[src/rtl/press_classifier.sv]
// press_classifier: turns a debounced button level into short, long
// and auto-repeat event pulses plus a held level, off one shared timer.
module press_classifier #(
  parameter int LONG_PRESS_ns    = 100,
  parameter int REPEAT_PERIOD_ns = 60,
  parameter int CLK_PERIOD_ns    = 20
) (
  input  logic clk,
  input  logic reset_sync,
  input  logic btn,
  output logic short_press,
  output logic long_press,
  output logic repeat_press,
  output logic held
);

  localparam int LONG_CYCLES = LONG_PRESS_ns / CLK_PERIOD_ns;
  localparam int REPEAT_CYCLES = REPEAT_PERIOD_ns / CLK_PERIOD_ns;
  localparam bit REP_EN = (REPEAT_CYCLES > 0);
  localparam int MAX_CYCLES =
    (LONG_CYCLES > REPEAT_CYCLES) ? LONG_CYCLES : REPEAT_CYCLES;
  localparam int CW = $clog2(MAX_CYCLES) + 1;

  localparam logic [CW-1:0] ONE = CW'(1);
  localparam logic [CW-1:0] LONG_LOAD = CW'(LONG_CYCLES - 1);
  // The long_press edge is not itself a repeat sample, so HELD
  // reloads a full period to space repeats REPEAT_CYCLES highs apart.
  localparam logic [CW-1:0] REP_LOAD = CW'(REPEAT_CYCLES);

  typedef enum logic [1:0] {
    WAIT_LOW,
    IDLE,
    PRESSED,
    HELD
  } state_t;

  state_t state;
  logic [CW-1:0] cnt;

  always_ff @(posedge clk) begin
    if (reset_sync) begin
      state <= WAIT_LOW;
      cnt <= '0;
      short_press <= 1'b0;
      long_press <= 1'b0;
      repeat_press <= 1'b0;
      held <= 1'b0;
    end else begin
      short_press <= 1'b0;
      long_press <= 1'b0;
      repeat_press <= 1'b0;
      unique case (state)
        WAIT_LOW: begin
          if (!btn) state <= IDLE;
        end
        IDLE: begin
          if (btn) begin
            state <= PRESSED;
            cnt <= LONG_LOAD;
          end
        end
        PRESSED: begin
          if (!btn) begin
            state <= IDLE;
            short_press <= 1'b1;
          end else if (cnt == ONE) begin
            state <= HELD;
            long_press <= 1'b1;
            held <= 1'b1;
            cnt <= REP_LOAD;
          end else begin
            cnt <= cnt - ONE;
          end
        end
        HELD: begin
          if (!btn) begin
            state <= IDLE;
            held <= 1'b0;
          end else if (REP_EN) begin
            if (cnt == ONE) begin
              repeat_press <= 1'b1;
              cnt <= REP_LOAD;
            end else begin
              cnt <= cnt - ONE;
            end
          end
        end
        default: state <= WAIT_LOW;
      endcase
    end
  end

endmodule

[config.mk]
export PLATFORM = sky130hd
export DESIGN_NAME = press_classifier
export DESIGN_NICKNAME = d
export VERILOG_FILES = /design/src/rtl/press_classifier.sv
export SDC_FILE = /design/constraint.sdc
export NUM_CORES = 1
export LEC_CHECK = 0
export ABC_AREA = 0
export CORE_AREA = 2 2 39 41
export DETAILED_ROUTE_END_ITERATION = 8
export DIE_AREA = 0 0 41 43
export PLACE_DENSITY_LB_ADDON = 0.12
export SETUP_SLACK_MARGIN = 0.1
export SLEW_MARGIN = 20
export SYNTH_ARGS = -nofsm -noshare
export SYNTH_HDL_FRONTEND = slang
export SYNTH_SLANG_ARGS = --single-unit
[constraint.sdc]
create_clock -name clk -period 1.6 [get_ports clk]
set_input_delay 0.32 -clock clk [delete_from_list [all_inputs] [get_ports clk]]
set_output_delay 0.32 -clock clk [all_outputs]
set_load 0.05 [all_outputs]
; After elaboration in Yosys (flattened, before gate mapping)
; Index checks and enable logic that the tools add are counted.
[totals]
ramBits = 0
latch_bits = 0
word_cells = 46
regBits = 10
output_inout_bits = 4
memories = 0
mem_bits_ro = 0
input_bits = 3
[classes]
div = 0
n_shift = 0
magnitude_cmp = 0
eq_ne = 11
addsub = 1
reduce_logical = 10
bitwise = 2
multipliers = 0
n_mux = 16
[op_table]
columns = operator, count
row1 = two-way mux 4 bit, 3
row2 = "!= test 2 bit, second input constant", 5
row3 = two-way mux 2 bit, 4
row4 = one-hot mux 4 bit (2 select lines), 1
row5 = OR reduction 2 bit, 4
row6 = two-way mux 1 bit, 6
row7 = one-hot mux 2 bit (3 select lines), 1
row8 = AND reduction 3 bit, 2
row9 = "== test 2 bit, second input constant", 2
row10 = "== test 4 x 1 -> 1 bit, second input constant", 1
row11 = AND reduction 4 bit, 1
row12 = nonzero test 2 bit, 2
row13 = "subtractor 4 x 1 -> 4 bit, second input constant", 1
row14 = "!= test 3 bit, second input constant", 1
row15 = "== test 2 x 1 -> 1 bit, second input constant", 1
row16 = logical NOT 2 bit, 1
row17 = "!= test 2 x 1 -> 1 bit, second input constant", 1
row18 = NOT 1 bit, 2
row19 = one-hot mux 1 bit (2 select lines), 1

; Longest topological paths before layout
; Gate-level depths: netlist of the first run.
[logic_depth]
ltp_word = 4
mapped_depth = 7

; Worst setup path before layout of the first run
; OpenSTA, ideal clock, no wires.
[synth_path]
path_type = register -> register
from = register cnt[0]
to = register state[1]
setup_slack_ns = 0.012
stages_incl_launch_ff = 7
arrival_ns = 1.459
synth_period_minus_slack_ns = 1.588
path_cell_list = dfxtp_1 -> ha_1 -> or3b_1 -> buf_6 -> a31oi_4 -> mux2i_1 -> nor2_1
[synth_between]
elab_chain_len = 3
[synth_rtl]
columns = element, line
row1 = from (decl), 38  ; logic [CW-1:0] cnt;
row2 = from (signal assigned), 72  ; cnt <= cnt - ONE;
row3 = from (signal assigned), 84  ; cnt <= cnt - ONE;
row4 = == test 4 x 1 -> 1 bit, 66  ; end else if (cnt == ONE) begin
row5 = != test 3 bit (no line), --
row6 = AND reduction 3 bit (no line), --
row7 = to (signal assigned), 64  ; state <= IDLE;
row8 = to (signal assigned), 67  ; state <= HELD;
row9 = to (signal assigned), 77  ; state <= IDLE;
row10 = to (decl), 37  ; state_t state;
; Every way passes these cells.
; A chain may end at the register's enable or synchronous reset.

; Final worst setup path of the first run
; Ends and elaborated chain as after synthesis.

==> results_dict.tcl, run 1 <==
set metrics [dict create \
    multi_input_area_um2 356.6 \
    worstPathRequired_ns 1.76 \
    finalHoldViolCount 0 \
    clock-root-buffer "clkbuf_4" \
    cap_violations 0 \
    grt_max_degree 11 \
    dieHeight_um 43 \
    tightest_slew_ns 0.2505 \
    vdd_ir_drop_max_mv 0.7559 \
    syn_nets 67 \
    status "finished clean" \
    cts_tree "yes" \
    core_um2 1384 \
    rsz0062_at_grt "yes" \
    grt-ovfl-total 0 \
    final_cells 91 \
    crit_arrival_ns 1.65 \
    yosys.area.top_type "dfxtp_1" \
    timing.hold.ws_ns 0.5049 \
    postCtsHoldBufs 0 \
    synth_top_area_share_pct 36.87 \
    finalNetCount 84 \
    final_core_util_pct 54.52 \
    cts.sinks 10 \
    seqCellArea_um2 212.7 \
    worstSetupStartpointType "flop" \
    finalCritPeriodShare_pct 92.96 \
    cp_max_fo 5 \
    dr_total_vias 460 \
    synth_top_cells_by_area "dfxtp_1 37%, ha_1 12%, mux2i_1 5.5%" \
    syn-cell-area_um2 543.0 \
    gp_congestion 0.7017 \
    wl_per_cell_um 11.81 \
    cts_inserted_buffers 3 \
    port_buffers 6 \
    antenna_found_initial 0 \
    synth_seq_cells 10 \
    min_period_ns 1.487 \
    cts_buffer_depth 2 \
    drt_iter0_drc 5 \
    cp-end-kind "flop" \
    die_x_um 41 \
    final_max_slew_viol_count 0 \
    ys_seq_area_share_pct 36.87 \
    p_leak_nw 0.2971 \
    layout-drive-gt1-share_pct 41.33 \
    timing.final.ws_setup_ns 0.1126 \
    powerDensity_nw_per_um2 1721 \
    num_io_pins 7 \
    p_total_mw 1.298 \
    routed_via_density 5.055 \
    reg2reg_depth 5 \
    area_growth_pct 38.94 \
    antenna_cells 0 \
    crit_type "flop to flop" \
    place_ws_ns -0.1493 \
    die_area_um2 1763 \
    max_freq_ghz 0.6723 \
    relSlewSlack_pct 83.28 \
    synthCells 59 \
    drc_errors 0 \
    grt_pass1_vias 440 \
    drt_first_pass_iters 4 \
    holdCritPathClass "flop to flop" \
    insertion_delay_ns 0.27 \
    dp_hpwl_um 697 \
    std_cell_rows 14 \
    htreeDepth 1 \
    min_path_cells 2 \
    setup-violations-final 0 \
    path_clk_slew_ns 0.07 \
    routed_wl_um 1075 \
    grt_pass1_wl_um 1766 \
    grt.total_usage_pct 15.12 \
    ys_types 24 \
    ant_nets 0 \
    numPlacedInstances 82 \
    fill_cells 125 \
    start_util_pct 39.24 \
    yosys_warnings 0 \
    synth.avg_cell_area_um2 9.204 \
    skew_ns 0.004206 \
]
## power by group
group	internal [mW]	total [mW]	switching, mW
clock network	0.138	0.233	0.0947
logic	0.364	0.691	0.326
registers	0.318	0.375	0.0569
total	0.820	1.30	0.478
## registers in the layout (all words and copies together), names as in the netlist
name,flops
long_press,1
repeat_press,1
short_press,1
cnt,4
held,1
state,2
## layout by cell type (no fill, tap or decap), types with 2 or more instances in the layout
cell	Yosys	layout
nor2_1	7	6
dfxtp_4	0	3
ha_4	0	2
a21oi_1	4	2
o21bai_1	2	2
mux2i_1	3	3
ha_1	5	2
clkbuf_4	0	3
dfxtp_1	10	6
inv_1	4	3
clkdlybuf4s50_1	0	2
nand2_1	2	2
o21ai_0	3	3
nor3_1	4	4
nor3b_1	2	2
buf_4	0	11
a21oi_2	0	2
## area by class of cell
type | instances | share of cell area, %
Inverter | 4 | 1.990
Timing Repair Buffer | 14 | 15.09
Sequential cell | 10 | 28.19
Tap cell | 16 | 2.653
Clock buffer | 4 | 4.809
Multi-Input combinational cell | 43 | 47.26
## path summary, 6_finish.rpt
| check | startpoint | endpoint | slack (ns) |
|---|---|---|---|
| worst max-delay path | cnt[0] | state[1] | 0.11 |
| worst min-delay path | held | held | 0.50 |
| worst max register to register | cnt[0] | state[1] | 0.11 |
| worst min register to register | held | held | 0.50 |
## synth_stat cells (all sizes together)
cell and count:
inv 4, or2b 1, o22a 1, a31oi 1, nand3 1, dfxtp 10, ha 5, o22ai 1
nand2 2, or3b 1, clkbuf 1, nor3 4, nor3b 2, nor2 7, o21ai 3, o21bai 2
a21oi 4, nand2b 1, mux2i 3, nor2b 1, mux2 1, o21a 1, buf 1, a211oi 1
## cells by family (layout without fill, tap and decap cells)
family / after synthesis / count (layout) / share of synthesized area, %
compound gates: 14 / 14 / 19.58
fa+ha+maj: 5 / 5 / 11.52
buf+inv: 6 / 22 / 5.528
flops: 10 / 10 / 36.87
mux: 4 / 4 / 7.604
simple gates: 20 / 20 / 18.90
## layer usage
| layer | GRT usage (%) | vias up | wire length (um) |
|---|---|---|---|
| li1 | - | 239 | - |
| met1 | 19.87 | 215 | 504 |
| met2 | 20.31 | 4 | 525 |
| met3 | 3.141 | 2 | 36 |
| met4 | 12.00 | 0 | 9 |
| met5 | 0 | - | 0 |
## critical path, cell delays in order, from the launching register on
cell and delay (ns):
dfxtp_4 0.38, ha_4 0.14, or3b_4 0.40, a31oi_4 0.18, mux2i_1 0.23, nor2_1 0.05
## metrics by stage
stage | TNS [ns] | area (um^2)
3_5_place_dp | -0.3505 | 639.4
5_1_grt | 0 | 754.5
2_1_floorplan | 0 | 561.8
3_3_place_gp | -0.2263 | 639.4
4_1_cts | 0 | 700.7
6_report | 0 | 754.5
## timing repair
action                                  4_1_cts  5_1_grt
setup buffers                                 2        3
pin swaps                                     1        2
endpoints found under the setup margin        2        5
gates resized for setup                       4        7
(Power assumes the default switching activity.)
==> inputs of run 2 (changes only) <==
CAP_MARGIN = 25   (was not set)
PLACE_DENSITY_LB_ADDON = not set   (was 0.12)
==> run 2 against run 1 <==
Clock power decreased by 3%. Highest routed layer unchanged. Largest power group unchanged. Sequential share of layout area about the same. Via count decreased by 3.0%. First-iteration DRC count increased to 2.6 times the previous value. Die area unchanged. Design area decreased by 1.2%. Worst hold slack got worse by 0.0081 ns. Global-route usage decreased by 0.23 points. Register-to-register slack improved by 0.02 ns.
==> results_dict.tcl, run 2 (synthesis results as in run 1) <==
set metrics [dict create \
    r2r-end "state[1]" \
    min_period_ns 1.466 \
    status "finished clean" \
    reg2reg_depth 6 \
    p_leak_nw 0.2872 \
    tns_ns 0 \
    crit_arrival_ns 1.61 \
    layout-drive-gt1-share_pct 41.10 \
    tightest_slew_ns 0.2882 \
    grt.total_usage_pct 14.89 \
    dp_hpwl_um 726.8 \
    finalHoldViolCount 0 \
    reg_top3 "cnt: 4 flops, state: 2 flops" \
    holdCritPathClass "flop to flop" \
    num_io_pins 7 \
    insertion_delay_ns 0.26 \
    die_area_um2 1763 \
    std_cell_rows 14 \
    finalCritPeriodShare_pct 91.61 \
    cts.sinks 10 \
    drt_first_pass_iters 4 \
    postCtsHoldBufs 0 \
    antenna_found_initial 0 \
    core_um2 1384 \
    die_x_um 41 \
    cpPeakStageDelay_ns 0.40 \
    fin_area_um2 745.7 \
    ant_nets 0 \
    largest_register_ffs 4 \
    port_buffers 6 \
    powerDensity_nw_per_um2 1757 \
    gp_congestion 0.6964 \
    cap_violations 0 \
    routed_via_density 5.011 \
    clock-root-buffer "clkbuf_4" \
    place_ws_ns -0.1114 \
    drt_iter0_drc 13 \
    antenna_cells 0 \
    drc_errors 0 \
    dieHeight_um 43 \
    cts_tree "yes" \
    cp_max_fo 3 \
    routed_wl_um 1069 \
    worstPathRequired_ns 1.75 \
    skew_ns 0.004889 \
    worstSetupStartpointType "flop" \
    cts_inserted_buffers 3 \
    grt_max_degree 9 \
    numPlacedInstances 83 \
    rsz0062_at_grt "yes" \
    cts_buffer_depth 2 \
    timing.final.ws_setup_ns 0.1342 \
    hold_end "held" \
    final_cell_mix "9 x buf_4, 6 x nor2_1, 6 x dfxtp_1" \
    grt_pass1_vias 423 \
    place_area_um2 646.9 \
    grt_pass1_wl_um 1766 \
    start_util_pct 39.24 \
    crit_type "flop to flop" \
    path_cells "inv_2 > ha_4 > or3b_4 > a31oi_4 > mux2i_1 > nor2_1" \
    p_total_mw 1.310 \
    rr_startpoint "cnt[1]" \
    min_path_cells 2 \
    htreeDepth 1 \
    cp-end-kind "flop" \
    final_max_slew_viol_count 0 \
    setup-violations-final 0 \
    finalNetCount 82 \
    dr_total_vias 446 \
    mostFrequentLayoutCell "buf_4" \
    grt-ovfl-total 0 \
    final_cells 89 \
    final_core_util_pct 53.89 \
    path_clk_slew_ns 0.07 \
    max_freq_ghz 0.6822 \
    wl_per_cell_um 12.01 \
    relSlewSlack_pct 80.64 \
    crit_path_top_delay_cell "or3b_4" \
    max_flop_register "cnt" \
    reg2reg_slack_ns 0.13 \
    area_growth_pct 37.33 \
    vdd_ir_drop_max_mv 0.6956 \
    timing.hold.ws_ns 0.4967 \
    holdCritStartpoint "held" \
]
-- run 2: cell count changes in the layout (fill, tap and decap cells not counted), sizes merged --
cell / change
buf: -2
-- run 2: metal layers --
metal	wire length [um]	up-vias	GRT usage (%)
met2	511	7	20.94
met5	0	-	0
met4	8	0	12.00
li1	-	232	-
met3	39	2	3.141
met1	509	205	18.45
-- run 2: how the worst max path moves through the flow --
| stage | to | cells past startpoint | start | slack [ns] |
|---|---|---|---|---|
| after floorplan | state[1] | 7 | cnt[1] | 0.08 |
| after global placement | state[1] | 5 | btn | -0.09 |
| after detailed placement | state[1] | 5 | btn | -0.11 |
| after CTS | state[1] | 6 | state[0] | 0.09 |
| after global routing | state[1] | 6 | cnt[1] | 0.09 |
| final | state[1] | 6 | cnt[1] | 0.13 |
-- run 2: power breakdown --
group / internal (mW) / switching, mW / total [mW]
clock network: 0.138 / 0.0871 / 0.225
registers: 0.313 / 0.0633 / 0.376
logic: 0.369 / 0.339 / 0.709
-- run 2: final cells by class --
cell class	instances	area (um^2)
fill	128	638.1
clock buffer	4	36.28
sequential	10	210.2
timing repair buffer	12	98.84
multi-input combinational	43	365.4
inverter	4	15.01
tap	16	20.02
-- run 2: worst max-delay path, delay by kind of cell, from the launching register on --
| family | cells | cell delay [ns] |
|---|---|---|
| compound gates | 1 | 0.18 |
| fa+ha+maj | 1 | 0.13 |
| buf+inv | 1 | 0.07 |
| flops | 1 | 0.33 |
| mux | 1 | 0.20 |
| simple gates | 2 | 0.45 |
-- run 2: timing repair --
item	in CTS	in global routing
pin swaps	0	3
gates cloned	0	0
setup buffers	1	1
gates resized for setup	3	9
setup endpoints to repair	3	6
==> inputs of run 3 (changes only) <==
ABC_AREA = 1   (was 0)
PLACE_DENSITY = 0.66   (was not set)
==> run 3 against run 2 <==
Worst setup slack better by 0.099 ns. Combinational power is 6.5% lower. Synthesized area is 3.7% higher. Largest cell class unchanged. Sequential share of layout area is 2.1 points higher.
==> results_dict.tcl, run 3 <==
set metrics [dict create \
    cts_setup_buffers 0 \
    std_cell_rows 14 \
    skew_ns 0.003719 \
    num_io_pins 7 \
    ys_types 18 \
    status "finished clean" \
    place_ws_ns 0.09808 \
    dr_total_vias 524 \
    clock-root-buffer "clkbuf_4" \
    finalHoldViolCount 0 \
    cap_violations 0 \
    die_area_um2 1763 \
    relSlewSlack_pct 80.16 \
    routed_via_density 5.087 \
    timing.final.ws_setup_ns 0.2335 \
    drt_first_pass_iters 4 \
    rsz0062_at_grt "no" \
    cts.sinks 10 \
    max_freq_ghz 0.7318 \
    synthArstFlopShare_pct 0 \
    synth_seq_cells 10 \
    dp_hpwl_um 808.8 \
    power.internal_mw 0.6560 \
    routed_wl_um 1169 \
    comb_power_share_pct 53.8 \
    startpoint "state[0]" \
    synth.avg_cell_area_um2 7.218 \
    setup-violations-final 0 \
    dieHeight_um 43 \
    die_x_um 41 \
    grt_pass1_vias 491 \
    vdd_ir_drop_max_mv 0.6373 \
    port_buffers 6 \
    final_max_slew_viol_count 0 \
    grt-ovfl-total 0 \
    postCtsHoldBufs 0 \
    power.switching_mw 0.5776 \
    rr_startpoint "state[0]" \
    ys.flop_type "dfxtp_1" \
    drt_iter0_drc 9 \
    finalNetCount 97 \
    max_flop_register "cnt" \
    reg2reg_depth 7 \
    synth_top_area_share_pct 35.56 \
    ys_seq_area_share_pct 35.56 \
    layout-drive-gt1-share_pct 14.94 \
    cts_inserted_buffers 3 \
    synth_top_cells_by_area "dfxtp_1 36%, ha_1 11%, nand2_1 9.3%" \
    gp_congestion 0.8205 \
    crit_arrival_ns 1.58 \
    core_um2 1384 \
    reg2reg_slack_ns 0.23 \
    yosys_warnings 0 \
    mostFrequentLayoutCell "nand2_1" \
    fin_area_um2 660.6 \
    tightest_slew_ns 0.2967 \
    cts_tree "yes" \
    cts_buffer_depth 2 \
    htreeDepth 1 \
    syn_nets 86 \
    synth_edf_count 0 \
    place_area_um2 633.1 \
    grt_max_degree 9 \
    cp_max_fo 4 \
    path_clk_slew_ns 0.07 \
    synth_commonest_cells "14 x nand2_1, 12 x inv_1, 12 x nor2_1" \
    holdCritPathClass "flop to flop" \
    p_leak_nw 0.3042 \
    cp-end-kind "flop" \
    wl_per_cell_um 11.35 \
    cts-resized-gates 0 \
    start_util_pct 40.69 \
    worstSetupStartpointType "flop" \
    area_growth_pct 17.33 \
    grt.total_usage_pct 17.62 \
    r2r-end "cnt[1]" \
    pwr-share-seq_pct 31.1 \
    antenna_found_initial 0 \
    final_cell_mix "14 x nand2_1, 12 x nor2_1, 11 x inv_1" \
    syn-cell-area_um2 563.0 \
    reg_top3 "cnt: 4 flops, state: 2 flops" \
    antenna_cells 0 \
    endpoint "cnt[1]" \
    min_period_ns 1.367 \
    powerDensity_nw_per_um2 1867 \
    p_clk_share_pct 15.1 \
    swShare_pct 46.82 \
    synth_most_common_cell "nand2_1" \
    largest_register_ffs 4 \
    drc_errors 0 \
    insertion_delay_ns 0.28 \
    grt_pass1_wl_um 2076 \
    crit_type "flop to flop" \
    synthCells 78 \
    ant_nets 0 \
    worstPathRequired_ns 1.81 \
    finalCritPeriodShare_pct 85.41 \
    tns_ns 0 \
    yosys.area.top_type "dfxtp_1" \
]
-- run 3: changes by cell type after synthesis, moves of 2 or more --
cell | before | now
o211ai_1 | 0 | 2
mux2i_1 | 3 | 0
nand3_1 | 1 | 6
nand2_1 | 2 | 14
nor3b_1 | 2 | 0
o21ai_0 | 3 | 0
o21a_1 | 1 | 3
nor3_1 | 4 | 2
inv_1 | 4 | 12
nor2_1 | 7 | 12
-- run 3: worst min-delay path by stage --
stage | start | end | depth (start not counted)
4_1_cts | held | held | 2
2_1_floorplan | btn | short_press | 1
3_3_place_gp | held | held | 2
3_5_place_dp | held | held | 2
6_report | held | held | 2
5_1_grt | held | held | 2
-- run 3: final cells by class --
class | count | area [um^2]
inverters | 13 | 48.80
multi-input cells | 54 | 311.5
well taps | 16 | 20.02
clock buffers | 3 | 22.52
repair buffers | 7 | 57.56
fillers | 139 | 723.2
flip-flops and latches | 10 | 200.2
-- run 3: logic make-up (layout without fill, tap and decap cells) --
logic type / after synthesis / in the layout / share of synthesized area, %
AOI/OAI and AO/OA: 13 / 13 / 15.78
and+or+nand+nor: 36 / 36 / 27.56
adders and majority gates: 5 / 5 / 11.11
DFF: 10 / 10 / 35.56
buffers and inverters: 14 / 23 / 9.999
-- run 3: critical path, cell delays in order, from the launching register on --
cell and delay, ns:
dfxtp_1 0.34, inv_1 0.11, ha_1 0.24, inv_2 0.07
nand2_1 0.14, nand3_2 0.12, o21a_1 0.19, nor2_1 0.08
-- run 3: power groups by stage --
stage                     clock network [mW]  registers (mW)  logic, mW
final                                  0.186           0.384      0.663
after global routing                   0.186           0.396      0.756
after CTS                              0.181           0.384      0.647
after detailed placement                   0           0.390      0.632
after global placement                     0           0.389      0.623
after floorplan                            0           0.433      0.460
-- run 3: stage by stage --
stage,hold slack [ns],power [mW],utilization [%],cells
4_1_cts,0.4553,1.212,47.38,103
5_1_grt,0.4954,1.339,47.74,103
2_1_floorplan,0.3993,0.8925,-,78
3_3_place_gp,0.4392,1.012,45.75,100
6_report,0.4492,1.234,47.74,103
3_5_place_dp,0.4445,1.022,45.75,100
-- run 3: per-layer routing --
metal	GRT usage [%]	wire, um	vias up	part of all wire, %
met5	0	0	-	0
met4	10.00	44	0	3.8
met3	4.712	66	5	5.6
met2	26.25	539	15	46
met1	21.75	519	233	44
li1	-	-	271	-
